===== src/rtl/imm_field_packer.sv =====
// imm_field_packer
//
// Encodes a 64-bit two's-complement immediate into a 26-bit instruction
// field for one of four formats. It flags values that do not fit the format
// and holds up to two encoded words in a small in-order buffer.
//
// Ports:
//   clk        - sole clock, rising edge
//   reset_n    - asynchronous active-low reset
//   in_valid   - producer offers a word
//   in_ready   - buffer can take a word this cycle (registered state only)
//   in_imm     - 64-bit immediate to encode
//   in_fmt     - 00 ALU-imm, 01 DT-address, 10 branch, 11 cond-branch
//   out_valid  - head word present
//   out_ready  - consumer takes the head word
//   out_field  - packed 26-bit field of the head word
//   out_fmt    - format of the head word
//   out_err    - head word was not representable in its format
//   err_clr    - synchronous clear of err_cnt (wins over an increment)
//   err_cnt    - saturating count of accepted words with a range error

module imm_field_packer #(
    parameter int CNT_W = 8
) (
    input  logic             clk,
    input  logic             reset_n,
    input  logic             in_valid,
    output logic             in_ready,
    input  logic [63:0]      in_imm,
    input  logic [1:0]       in_fmt,
    output logic             out_valid,
    input  logic             out_ready,
    output logic [25:0]      out_field,
    output logic [1:0]       out_fmt,
    output logic             out_err,
    input  logic             err_clr,
    output logic [CNT_W-1:0] err_cnt
);

    typedef enum logic [1:0] {
        EMPTY = 2'd0,
        ONE   = 2'd1,
        FULL  = 2'd2
    } buf_state_t;

    buf_state_t state;
    buf_state_t state_next;

    // Slot 0 is always the oldest word; slot 1 is only meaningful in FULL.
    logic [25:0] slot0_field;
    logic [1:0]  slot0_fmt;
    logic        slot0_err;
    logic [25:0] slot1_field;
    logic [1:0]  slot1_fmt;
    logic        slot1_err;

    logic [25:0] pack_field;
    logic        pack_err;
    logic        push;
    logic        pop;

    // Handshakes depend only on the registered state, so in_ready has no
    // path from out_ready.
    assign in_ready  = (state != FULL);
    assign out_valid = (state != EMPTY);
    assign push      = in_valid && in_ready;
    assign pop       = out_valid && out_ready;

    assign out_field = slot0_field;
    assign out_fmt   = slot0_fmt;
    assign out_err   = slot0_err;

    // Bitwise packing of the incoming word. A signed range check is the same
    // as requiring every bit above the field to match the field's top bit.
    // Out-of-range words are still packed (truncated) and only flagged.
    always_comb begin
        pack_field = '0;
        pack_err   = 1'b0;
        unique case (in_fmt)
            2'b00: begin
                pack_field[21:10] = in_imm[11:0];
                pack_err          = |in_imm[63:12];
            end
            2'b01: begin
                pack_field[20:12] = in_imm[8:0];
                pack_err          = !((&in_imm[63:8]) || !(|in_imm[63:8]));
            end
            2'b10: begin
                pack_field[25:0] = in_imm[25:0];
                pack_err         = !((&in_imm[63:25]) || !(|in_imm[63:25]));
            end
            default: begin
                pack_field[23:5] = in_imm[20:2];
                pack_err         = (|in_imm[1:0]) ||
                                   !((&in_imm[63:20]) || !(|in_imm[63:20]));
            end
        endcase
    end

    // Buffer occupancy transitions. FULL never sees a push because in_ready
    // is low there.
    always_comb begin
        state_next = state;
        unique case (state)
            EMPTY: begin
                if (push) state_next = ONE;
            end
            ONE: begin
                if (push && !pop)      state_next = FULL;
                else if (!push && pop) state_next = EMPTY;
            end
            FULL: begin
                if (pop) state_next = ONE;
            end
            default: state_next = EMPTY;
        endcase
    end

    always_ff @(posedge clk or negedge reset_n) begin
        if (!reset_n) state <= EMPTY;
        else          state <= state_next;
    end

    // Word storage. A new word goes to slot 0 whenever slot 0 is (or is
    // becoming) free, otherwise behind it in slot 1. Popping from FULL
    // shifts slot 1 forward so the head always sits in slot 0.
    always_ff @(posedge clk or negedge reset_n) begin
        if (!reset_n) begin
            slot0_field <= '0;
            slot0_fmt   <= '0;
            slot0_err   <= 1'b0;
            slot1_field <= '0;
            slot1_fmt   <= '0;
            slot1_err   <= 1'b0;
        end else begin
            unique case (state)
                EMPTY: begin
                    if (push) begin
                        slot0_field <= pack_field;
                        slot0_fmt   <= in_fmt;
                        slot0_err   <= pack_err;
                    end
                end
                ONE: begin
                    if (push && pop) begin
                        slot0_field <= pack_field;
                        slot0_fmt   <= in_fmt;
                        slot0_err   <= pack_err;
                    end else if (push) begin
                        slot1_field <= pack_field;
                        slot1_fmt   <= in_fmt;
                        slot1_err   <= pack_err;
                    end
                end
                FULL: begin
                    if (pop) begin
                        slot0_field <= slot1_field;
                        slot0_fmt   <= slot1_fmt;
                        slot0_err   <= slot1_err;
                    end
                end
                default: ;
            endcase
        end
    end

    // Saturating error counter; a clear in the same cycle beats an increment.
    always_ff @(posedge clk or negedge reset_n) begin
        if (!reset_n) begin
            err_cnt <= '0;
        end else if (err_clr) begin
            err_cnt <= '0;
        end else if (push && pack_err && (err_cnt != {CNT_W{1'b1}})) begin
            err_cnt <= err_cnt + 1'b1;
        end
    end

endmodule


===== config.mk =====
export PLATFORM = sky130hd
export DESIGN_NAME = imm_field_packer
export DESIGN_NICKNAME = d
export VERILOG_FILES = /design/src/rtl/imm_field_packer.sv
export SDC_FILE = /design/constraint.sdc
export NUM_CORES = 1
export LEC_CHECK = 0
export BUFFER_PORTS_ARGS = -buffer_cell sky130_fd_sc_hd__buf_2
export CAP_MARGIN = 20
export CORE_ASPECT_RATIO = 0.9
export CORE_MARGIN = 5
export CORE_UTILIZATION = 25
export DETAILED_ROUTE_END_ITERATION = 6
export REMOVE_ABC_BUFFERS = 1
export SETUP_SLACK_MARGIN = 0.5
export SYNTH_ARGS = -nofsm -noshare
export SYNTH_HDL_FRONTEND = slang
export SYNTH_SLANG_ARGS = --single-unit

===== constraint.sdc =====
create_clock -name clk -period 2.83 [get_ports clk]
set_input_delay 0.4245 -clock clk [delete_from_list [all_inputs] [get_ports clk]]
set_output_delay 0.4245 -clock clk [all_outputs]
set_load 0.01 [all_outputs]

Word level (Yosys, flattened, before mapping)
Cells that the tools add are included.

cells by class
  $add $sub $neg = 1
  eq/ne operators = 10
  muxes and demuxes = 27
  bitwise gates (word level) = 1
  reductions and logical operators = 36

operators with widths
  kind                   number
  $mux W26               3
  $pmux W26 S3           1
  $reduce_and A56 Y1     1
  $reduce_or A56 Y1      1
  $reduce_or A52 Y1      1
  $reduce_and A44 Y1     1
  $reduce_or A44 Y1      1
  $reduce_and A39 Y1     1
  $reduce_or A39 Y1      1
  $pmux W9 S3            1
  $pmux W2 S3            3
  $mux W2                8
  $mux W8                2
  $pmux W5 S2            1
  $pmux W1 S3            3
  $add A8 B1 Y8 const B  1
  $logic_not A1 Y1       8
  $ne A2 B2 Y1 const B   4
  $ne A8 B8 Y1 const B   1
  $logic_and A1 B1 Y1    7
  $reduce_and A3 Y1      2
  $mux W5                1
  $eq A2 B1 Y1 const B   2
  $eq A2 B2 Y1 const B   2
  10 further kinds       18

word-level totals
  register bits after elaboration = 68
  input bits = 71
  word-level logic and storage cells = 83

Depth between registers and ports, before layout
Gate-level depths: netlist (run 1).

  depth in word-level cells = 10
  depth in mapped cells = 11

Worst setup path before layout (run 1)
No wires, ideal clock.

  kind = input -> register
  start = input port in_imm[43]
  end = register err_cnt[1]
  arrival time = 2096 ps
  slack = 605 ps
  stages on the path = 9
  buffers on the path = 1
  cells stage by stage = or4_4 -> nor2_4 -> nand4_2 -> a2111oi_4 -> a311oi_1 -> o21ai_2 -> buf_6 -> mux2i_1 -> nor2_1

on the way
  word-level cells in the longest chain between the ends = 9
  elaborated cells between the ends (all ways) = 21

ends and longest elaborated chain
  element                             RTL line  source
  start, declared                     29        input logic [63:0] in_imm,
  $reduce_or A44 Y1                   95        !((&in_imm[63:20]) || !(|in_imm[63:20]));
  $logic_not A1 Y1                    95
  $logic_or A1 B1 Y1                  95
  $logic_not A1 Y1                    95
  $logic_or A1 B1 Y1                  94        pack_err = (|in_imm[1:0]) ||
  $pmux W1 S3 *                       79        unique case (in_fmt)
  $logic_and A1 B1 Y1 * (2 in a row)  173       end else if (push && pack_err && (err_cnt != {CNT_W{1'b1}})) begin
  $reduce_bool A2 Y1 (no line) *      n/a
  end signal, assigned                174       err_cnt <= err_cnt + 1'b1;
  end, declared                       37        output logic [CNT_W-1:0] err_cnt

Mark *: on every way between the ends. The rest lies on a longest branch, timed or not.
A chain may end at the register's enable or synchronous reset.

Worst setup path in the final report (run 1)
  start = register err_cnt[0]
  end = register err_cnt[5]

on the way
  word-level cells in the longest chain between the ends = 3
  elaborated cells between the ends (all ways) = 6

ends and longest elaborated chain
  element                                                RTL line
  $add A8 B1 Y8 / $ne A8 B8 Y1 (equally long branches)   174, 173
  $mux W8 / $logic_and A1 B1 Y1 (equally long branches)  173
  $mux W8 / $reduce_bool A2 Y1 (equally long branches)   n/a

Parallel ways exist; a longest one is shown, timed or not. The select of a mux whose other input is x is not followed.

==> impl_metrics.json, run 1 <==
{
  "gp_congestion": 0.9760,
  "final.setup.tns_ns": 0,
  "root_buffer": "clkbuf_16",
  "hold_path.class": "primary input to asynchronous set/reset pin",
  "die_h_um": 125.2,
  "yosys.area.top_type_share_pct": 46.18,
  "antenna_found_initial": 0,
  "yosysMostFrequentCell": "dfrtp_1",
  "grt_overflow_total": 0,
  "numCtsBuffers": 9,
  "grt_max_degree": 43,
  "synth_area_um2": 3685,
  "power_frac_comb_pct": 36.3,
  "io_pins": 110,
  "hold_viol_final": 0,
  "synth_edf_count": 0,
  "core_area_um2": 14610,
  "clock_latency_ns": 0.33,
  "endpoint_kind": "register",
  "synth_cell_type_count": 41,
  "r2r_cells": 7,
  "dp_cells": 696,
  "finalWirelength_um": 11310,
  "cp_max_fo": 14,
  "avgSynthCellArea_um2": 9.098,
  "finClkSkew_ns": 0.004515,
  "outcome": "completed",
  "ys_warn_count": 0,
  "yosysTopAreaCell": "dfrtp_1",
  "drc": 0,
  "clkPwrFrac_pct": 26.8,
  "rr_endpoint": "err_cnt[5]",
  "p_sw_share_pct": 35.24,
  "synth_seq_area_share_pct": 46.18,
  "syn_inst": 405,
  "die_w_um": 138.0,
  "fin_crit_ns": 2.189,
  "peakVddDrop_mv": 0.3154,
  "synthFlopType": "dfrtp_1",
  "cts_tree": "done",
  "drt_iter0_markers": 180,
  "routedWlPerCell_um": 15.66,
  "nets": 594,
  "final_util_pct": 33.57,
  "arrival_ns": 2.44,
  "h-tree-depth": 3,
  "clockBufferDepth": 2,
  "n_antenna_cell": 0,
  "final.period_utilization_pct": 77.34,
  "maxCapViolations": 0,
  "critPathKind": "register to register",
  "area_growth_syn_to_layout_pct": 33.11,
  "p_leak_nw": 2.206,
  "ys_async_sr_fraction_pct": 100.0,
  "power_density_nw_per_um2": 904.5,
  "reg2reg_slack_ns": 0.64,
  "fillers": 1563,
  "holdBufCountCts": 0,
  "worst_pin_slew_ns": 0.6951,
  "synth_seq_cells": 68,
  "finalNonFillerCells": 722,
  "yosys-top-cells-area": "dfrtp_1 46%, nand2_1 6.5%, a21oi_1 5.8%",
  "rows": 42,
  "timing.fmax_ghz": 0.4569,
  "drive_above_1_share_pct": 34.54,
  "yosys-top-cells-count": "68 x dfrtp_1, 64 x nand2_1, 52 x nor2_1",
  "path_clk_slew_ns": 0.06,
  "drt-vias-per-instance": 4.741,
  "cp.required_ns": 3.08,
  "grt_pass1_vias": 3546,
  "setup-violations-final": 0,
  "grt_usage_pct": 13.05,
  "whs_ns": 0.1391,
  "dp_hpwl_um": 8460,
  "report.final.slew_viol_count": 0,
  "p_sw_mw": 1.563,
  "clkSinkCount": 68,
  "internal_power_mw": 2.873,
  "maxSlewHeadroom_pct": 53.66,
  "start_util_pct": 25.22,
  "reg2reg_from": "err_cnt[0]",
  "pwr-share-seq_pct": 37.0,
  "grt_first_pass_wirelength_um": 17900,
  "fp.dieArea_um2": 17270,
  "firstDrtPassIters": 4,
  "worstSetupStartpointType": "register",
  "rsz0062_at_grt": "false",
  "num_vias": 3423,
  "io_buffers": 109,
  "ant_nets": 0
}
logic make-up after synthesis:
| family | synth area share, % |
|---|---|
| buffers and inverters | 3.463 |
| muxes | 11.48 |
| adders and majority gates | 1.358 |
| DFF | 46.18 |
| and+or+nand+nor | 22.61 |
| AOI/OAI and AO/OA | 14.67 |
| xor gates and xnor gates | 0.2377 |
how the worst max path moves through the flow:
stage,start,slack [ns],depth (start not counted),end
after floorplan,state[0],-1.35,9,out_field[12]
after global placement,in_imm[25],0.29,9,err_cnt[1]
after detailed placement,in_imm[44],0.23,9,err_cnt[1]
after CTS,state[1],0.50,10,out_field[16]
after global routing,err_cnt[0],0.49,7,err_cnt[5]
final,err_cnt[0],0.64,7,err_cnt[5]
power groups by stage:
stage,Combinational [mW],Clock (mW),Sequential [mW]
6_report,1.61,1.19,1.64
2_1_floorplan,0.794,0,1.71
3_5_place_dp,1.53,0,1.65
3_3_place_gp,1.50,0,1.62
5_1_grt,1.83,1.26,1.70
4_1_cts,1.54,1.22,1.64
flip-flops by register name, summed over array words and instances (netlist names):
signal       count
err_cnt          8
out_err          1
out_field       26
out_fmt          2
slot1_err        1
slot1_field     26
slot1_fmt        2
state            2
per-stage QoR:
| stage | setup WS [ns] | power, mW | area (um2) |
|---|---|---|---|
| finish | 0.6413 | 4.437 | 4905 |
| global route | 0.4874 | 4.789 | 4905 |
| CTS | 0.4953 | 4.399 | 4805 |
| detailed placement | 0.2277 | 3.180 | 4487 |
| global placement | 0.2878 | 3.124 | 4487 |
| floorplan | -1.349 | 2.509 | 3580 |
critical path: stages, from the launching register on:
cell and delay [ns]:
dfrtp_1 0.42, ha_1 0.26, and3_1 0.19, a311oi_1 0.46, o21ai_4 0.11, buf_12 0.16, or3_1 0.34, a21oi_1 0.16
timing repair:
| action | CTS | global route |
|---|---|---|
| setup endpoints to repair | 1 | 42 |
| cloned | 0 | 1 |
| gates resized for setup | 0 | 2 |
| pin swaps | 0 | 2 |
| setup buffers | 0 | 9 |
cell usage in the layout (no fill, tap or decap), types with 2 or more instances in the layout:
cell / instances
and3_1: 3
mux2_2: 16
ha_1: 4
or4_4: 2
nor2_1: 52
a21o_1: 2
dfrtp_1: 68
buf_12: 3
a311oi_1: 2
bufinv_16: 2
o21ai_1: 6
nand3b_1: 2
or4_1: 3
a31oi_1: 12
and4_1: 3
or3_1: 6
nand4_1: 13
clkinvlp_4: 2
nand3_1: 9
nand2_1: 64
a21oi_1: 42
nor4_1: 11
o21ai_4: 2
mux2i_1: 4
mux4_2: 9
clkbuf_16: 9
buf_2: 109
o21ai_0: 23
buf_4: 16
inv_1: 5
routing by layer:
layer	share of wire (%)	global-route usage [%]
met2	51	21.53
met4	2.0	5.113
met3	6.0	3.855
met5	0	0
met1	41	15.96
layout make-up:
type                       instances  area (um2)  share of cell area (%)
timing repair buffer             128       725.7                   14.80
clock buffer                      10       229.0                   4.668
tap                              198       247.7                   5.051
sequential                        68        1702                   34.69
multi-input combinational        306        1889                   38.52
clock inverter                     6       88.84                   1.811
inverter                           6       22.52                  0.4592
(Power assumes the default switching activity.)
==> inputs of run 2 (changes only) <==
clock period = 2 ns   (was 2.83 ns; I/O delays follow)
==> run 2 against run 1 <==
Total power rose by 100%. Cell count up 8.2%. Non-clock buffer count increased by 60. Largest cell class unchanged. The flow now finishes with violations (negative setup slack).
==> impl_metrics.json, run 2 (synthesis results as in run 1) <==
{
  "dp_hpwl_um": 8605,
  "peakVddDrop_mv": 0.5746,
  "core_area_um2": 14610,
  "violations": "negative setup slack",
  "grt_overflow_total": 0,
  "p_sw_mw": 3.265,
  "io_pins": 110,
  "maxSlewHeadroom_pct": 65.10,
  "io_buffers": 109,
  "placed_area_um2": 4722,
  "power_density_nw_per_um2": 1382,
  "gp_congestion": 0.9714,
  "fin_crit_ns": 2.020,
  "outcome": "finished, violations left",
  "final.period_utilization_pct": 101.0,
  "internal_power_mw": 5.618,
  "critPathKind": "primary input to register",
  "cp_top_family": "simple AND/OR/NAND/NOR gates",
  "report.final.slew_viol_count": 0,
  "setup_ws_ns": -0.01955,
  "ant_nets": 0,
  "die_h_um": 125.2,
  "whs_ns": 0.2273,
  "postLayoutCellArea_um2": 6426,
  "timing.fmax_ghz": 0.4952,
  "drt_iter0_markers": 247,
  "path_clk_slew_ns": 0.05,
  "root_buffer": "clkbuf_16",
  "setup-violations-final": 4,
  "h-tree-depth": 3,
  "drt-vias-per-instance": 5.131,
  "maxCapViolations": 0,
  "cp.required_ns": 2.22,
  "grt_pass1_vias": 4215,
  "clockBufferDepth": 2,
  "num_vias": 4007,
  "finalWirelength_um": 14440,
  "path_cells": "buf_6, or4_4, nor2_4, nand4_4, a2111oi_4, a311oi_2, o21ai_2, buf_6, buf_16, or3_1, a21oi_1",
  "final_cell_mix": "102 x buf_2, 67 x dfrtp_1, 46 x nand2_1",
  "numCtsBuffers": 9,
  "start_util_pct": 25.22,
  "n_antenna_cell": 0,
  "nets": 653,
  "antenna_found_initial": 0,
  "rows": 42,
  "drc": 0,
  "routedWlPerCell_um": 18.48,
  "grt_max_degree": 55,
  "p_leak_nw": 2.834,
  "cts_tree": "done",
  "clkSinkCount": 68,
  "clock_latency_ns": 0.34,
  "power_frac_comb_pct": 51.1,
  "finalPower_mw": 8.883,
  "worst_pin_slew_ns": 0.5187,
  "firstDrtPassIters": 5,
  "p_sw_share_pct": 36.75,
  "cp_max_fo": 7,
  "worstSetupStartpointType": "primary input",
  "area_growth_syn_to_layout_pct": 74.40,
  "grt_first_pass_wirelength_um": 22250,
  "cpMaxStageDelayCell": "or4_4",
  "arrival_ns": 2.24,
  "final_util_pct": 43.99,
  "grt_usage_pct": 16.45,
  "critical-path-max-stage-delay_ns": 0.54,
  "drive_above_1_share_pct": 57.46,
  "hold_path.class": "primary input to register",
  "crit_path_frequent_cell": "buf_6",
  "clkPwrFrac_pct": 20.6,
  "die_w_um": 138.0,
  "pwr-share-seq_pct": 28.2,
  "endpoint_kind": "register",
  "finClkSkew_ns": 0.006632,
  "hold_viol_final": 0,
  "rsz0062_at_grt": "true",
  "layout_commonest_cell": "buf_2",
  "worstPathBufferInverterCount": 3,
  "fp.dieArea_um2": 17270
}
-- run 2: cell count changes in the layout (fill, tap and decap cells not counted), sizes merged --
cell / before / now
buf: 128 / 187
bufinv: 2 / 3
clkinv: 2 / 0
clkinvlp: 2 / 3
dlygate4sd3: 0 / 1
o21ai: 32 / 31
-- run 2: power groups by stage --
stage | clock, mW | sequential, mW | combinational (mW)
floorplan | 0 | 2.43 | 1.12
global placement | 0 | 2.28 | 2.21
detailed placement | 0 | 2.32 | 2.27
CTS | 1.87 | 2.43 | 4.11
global route | 1.93 | 2.58 | 4.83
finish | 1.83 | 2.51 | 4.54
-- run 2: final cells by class --
type,count,area [um2]
flip-flops and latches,68,1703
fillers,1358,8183
repair buffers,188,1643
clock inverters,6,112.6
well taps,198,247.7
inverters,6,27.53
multi-input cells,305,2464
clock buffers,10,229.0
-- run 2: path summary, 6_finish.rpt --
| path | startpoint | to | slack [ns] | cells after the start |
|---|---|---|---|---|
| setup / recovery | in_imm[49] | err_cnt[6] | -0.02 | 11 |
| hold / removal | out_ready | state[1] | 0.23 | 2 |
| setup reg to reg | err_cnt[3] | err_cnt[7] | 0.03 | 8 |
| hold reg to reg | slot1_field[8] | slot1_field[8] | 0.49 | 2 |
| max in group asynchronous | reset_n | state[0] | 0.94 | 3 |
| min in group asynchronous | reset_n | slot1_field[25] | 0.43 | 2 |
-- run 2: what timing repair did --
action	CTS	global route
hold endpoints to repair	14	0
pin swaps	28	33
hold buffers	1	0
setup endpoints to repair	69	68
buffers inserted	22	4
cloned	14	0
resized for setup	159	60
-- run 2: worst register-to-register path, cell delays in order (launching register included) --
cell and delay [ns]:
dfrtp_1 0.37, and3_1 0.19, and3_1 0.20, a311oi_2 0.29, o21ai_2 0.13, buf_6 0.14, buf_16 0.13, or3_1 0.33
a21oi_1 0.12
-- run 2: per-layer routing --
metal	up-vias	global-route usage (%)	part of all wire, %
met3	57	5.301	6.3
met2	155	28.16	52
li1	1818	-	-
met5	-	0	0
met4	0	7.612	4.3
met1	1977	18.43	37
-- run 2: metrics by stage --
stage	worst slack, ns	setup TNS (ns)	std cells
floorplan	-2.179	-131.81	379
global placement	-0.3226	-2.657	724
detailed placement	-0.3688	-2.984	724
CTS	0.02929	0	777
global route	-0.1207	-0.5917	781
finish	-0.01955	-0.03975	781
==> inputs of run 3 (changes only) <==
CORE_UTILIZATION = 47   (was 25)
PLACE_DENSITY = 0.77   (was unset)
==> run 3 against run 2 <==
The flow still finishes with violations (negative setup slack). Combinational power increased by 8.6%. Via count increased by 13%. Routed wire length increased by 19%. First-iteration DRC count increased by 120%. Total power decreased by 1.6%. Non-clock buffer count decreased by 3. Sequential power about the same. Core utilization increased by 38 points. Sequential cell count unchanged. Cell count decreased by 13%. Critical path depth unchanged. Critical path type unchanged. Critical endpoint is now err_cnt[1]. Largest cell class unchanged. Highest routed layer unchanged.
==> impl_metrics.json, run 3 (synthesis results as in run 1) <==
{
  "outcome": "finished, violations left",
  "violations": "negative setup slack",
  "drt_iter0_markers": 546,
  "nets": 650,
  "dp_slack_ns": -0.5983,
  "final.setup.tns_ns": -0.01843,
  "root_buffer": "clkbuf_8",
  "critical-path-max-stage-delay_ns": 0.35,
  "cts_tree": "done",
  "die_h_um": 94,
  "arrival_ns": 2.26,
  "path_cells": "buf_2, nor4_2, and4_1, buf_4, nand4_4, a2111oi_4, a311oi_1, o21ai_2, buf_12, mux2i_1, nor2_1",
  "report.final.slew_viol_count": 0,
  "hold_viol_final": 0,
  "gp_congestion": 0.9318,
  "core_area_um2": 7582,
  "timing.fmax_ghz": 0.4954,
  "final_cell_mix": "101 x buf_2, 67 x dfrtp_1, 48 x nand2_1",
  "clockBufferDepth": 2,
  "peakVddDrop_mv": 0.8284,
  "cp_top_family": "simple AND/OR/NAND/NOR gates",
  "worstSetupStartpointType": "primary input",
  "final_util_pct": 82.06,
  "clkPwrFrac_pct": 14.7,
  "rsz0062_at_grt": "true",
  "grt_pass1_vias": 4325,
  "num_vias": 4510,
  "io_pins": 110,
  "die_w_um": 103.3,
  "n_antenna_cell": 0,
  "fin_crit_ns": 2.018,
  "maxCapViolations": 0,
  "cpMaxStageDelayCell": "nor4_2",
  "grt_first_pass_wirelength_um": 22710,
  "drc": 0,
  "pwr-share-seq_pct": 28.9,
  "maxSlewHeadroom_pct": 65.07,
  "rows": 30,
  "postLayoutCellArea_um2": 6222,
  "setup-violations-final": 1,
  "power_density_nw_per_um2": 1405,
  "worstPathBufferInverterCount": 3,
  "ant_nets": 0,
  "setup_ws_ns": -0.01843,
  "antenna_found_initial": 0,
  "firstDrtPassIters": 6,
  "cp.required_ns": 2.24,
  "grt_usage_pct": 30.88,
  "grt_overflow_total": 0,
  "final.period_utilization_pct": 100.9,
  "critPathKind": "primary input to register",
  "drive_above_1_share_pct": 56.72,
  "fp.dieArea_um2": 9713,
  "hold_path.class": "primary input to register",
  "p_leak_nw": 2.796,
  "internal_power_mw": 5.143,
  "dp_hpwl_um": 7835,
  "finalPower_mw": 8.743,
  "clock_latency_ns": 0.36,
  "h-tree-depth": 3,
  "placed_area_um2": 4567,
  "worst_pin_slew_ns": 0.5215,
  "finClkSkew_ns": 0.009095,
  "layout_commonest_cell": "buf_2",
  "clkSinkCount": 68,
  "io_buffers": 109,
  "grt_max_degree": 69,
  "p_sw_share_pct": 41.18,
  "endpoint_kind": "register",
  "drt-vias-per-instance": 6.672,
  "p_sw_mw": 3.601,
  "routedWlPerCell_um": 25.33,
  "numCtsBuffers": 9,
  "power_frac_comb_pct": 56.4,
  "cp_max_fo": 14,
  "start_util_pct": 48.60,
  "path_clk_slew_ns": 0.08,
  "area_growth_syn_to_layout_pct": 68.86,
  "finalWirelength_um": 17120
}
-- run 3: cell count changes in the layout (fill, tap and decap cells not counted), sizes merged --
cell,delta
buf,-6
clkbuf,+3
clkinv,+2
bufinv,-1
clkinvlp,-1
-- run 3: timing repair --
action / CTS / global route
pin swaps: 25 / 23
endpoints found under the setup margin: 70 / 69
buffers inserted: 14 / 9
endpoints found under the hold margin: 62 / 0
hold buffers: 1 / 0
gates cloned: 13 / 3
resized for setup: 138 / 75
-- run 3: through the flow --
| step | instances | hold slack, ns |
|---|---|---|
| floorplan | 379 | 0.004409 |
| global placement | 620 | 0.3441 |
| detailed placement | 620 | 0.3461 |
| CTS | 664 | 0.2043 |
| global route | 676 | 0.1899 |
| finish | 676 | 0.2028 |
-- run 3: final timing paths --
path / startpoint / to / slack [ns] / cells past startpoint
worst max-delay path: in_imm[25] / err_cnt[1] / -0.02 / 11
max in group asynchronous: reset_n / state[0] / 1.16 / 3
worst max register to register: err_cnt[3] / err_cnt[4] / 0.05 / 7
min in group asynchronous: reset_n / err_cnt[3] / 0.49 / 3
worst min register to register: slot1_field[7] / slot1_field[7] / 0.50 / 2
worst min-delay path: err_clr / err_cnt[6] / 0.20 / 2
-- run 3: per-layer routing --
layer	routed length, um	track usage (%)	vias up
met5	0	0	-
met4	1288	14.56	0
met3	1820	6.904	143
met2	8266	50.16	379
met1	5747	38.79	2184
li1	-	-	1804
-- run 3: area by class of cell --
type / instances / area [um2]
multi-input cells: 305 / 2520
well taps: 96 / 120.1
inverters: 6 / 30.03
clock inverters: 6 / 88.84
fillers: 404 / 1360
repair buffers: 185 / 1633
clock buffers: 10 / 127.6
flip-flops and latches: 68 / 1703
-- run 3: power groups by stage --
stage | registers [mW] | clock network [mW] | logic (mW)
global route | 2.56 | 1.35 | 5.13
global placement | 2.28 | 0 | 2.11
CTS | 2.37 | 1.26 | 3.94
detailed placement | 2.31 | 0 | 2.17
finish | 2.52 | 1.29 | 4.93
floorplan | 2.43 | 0 | 1.12
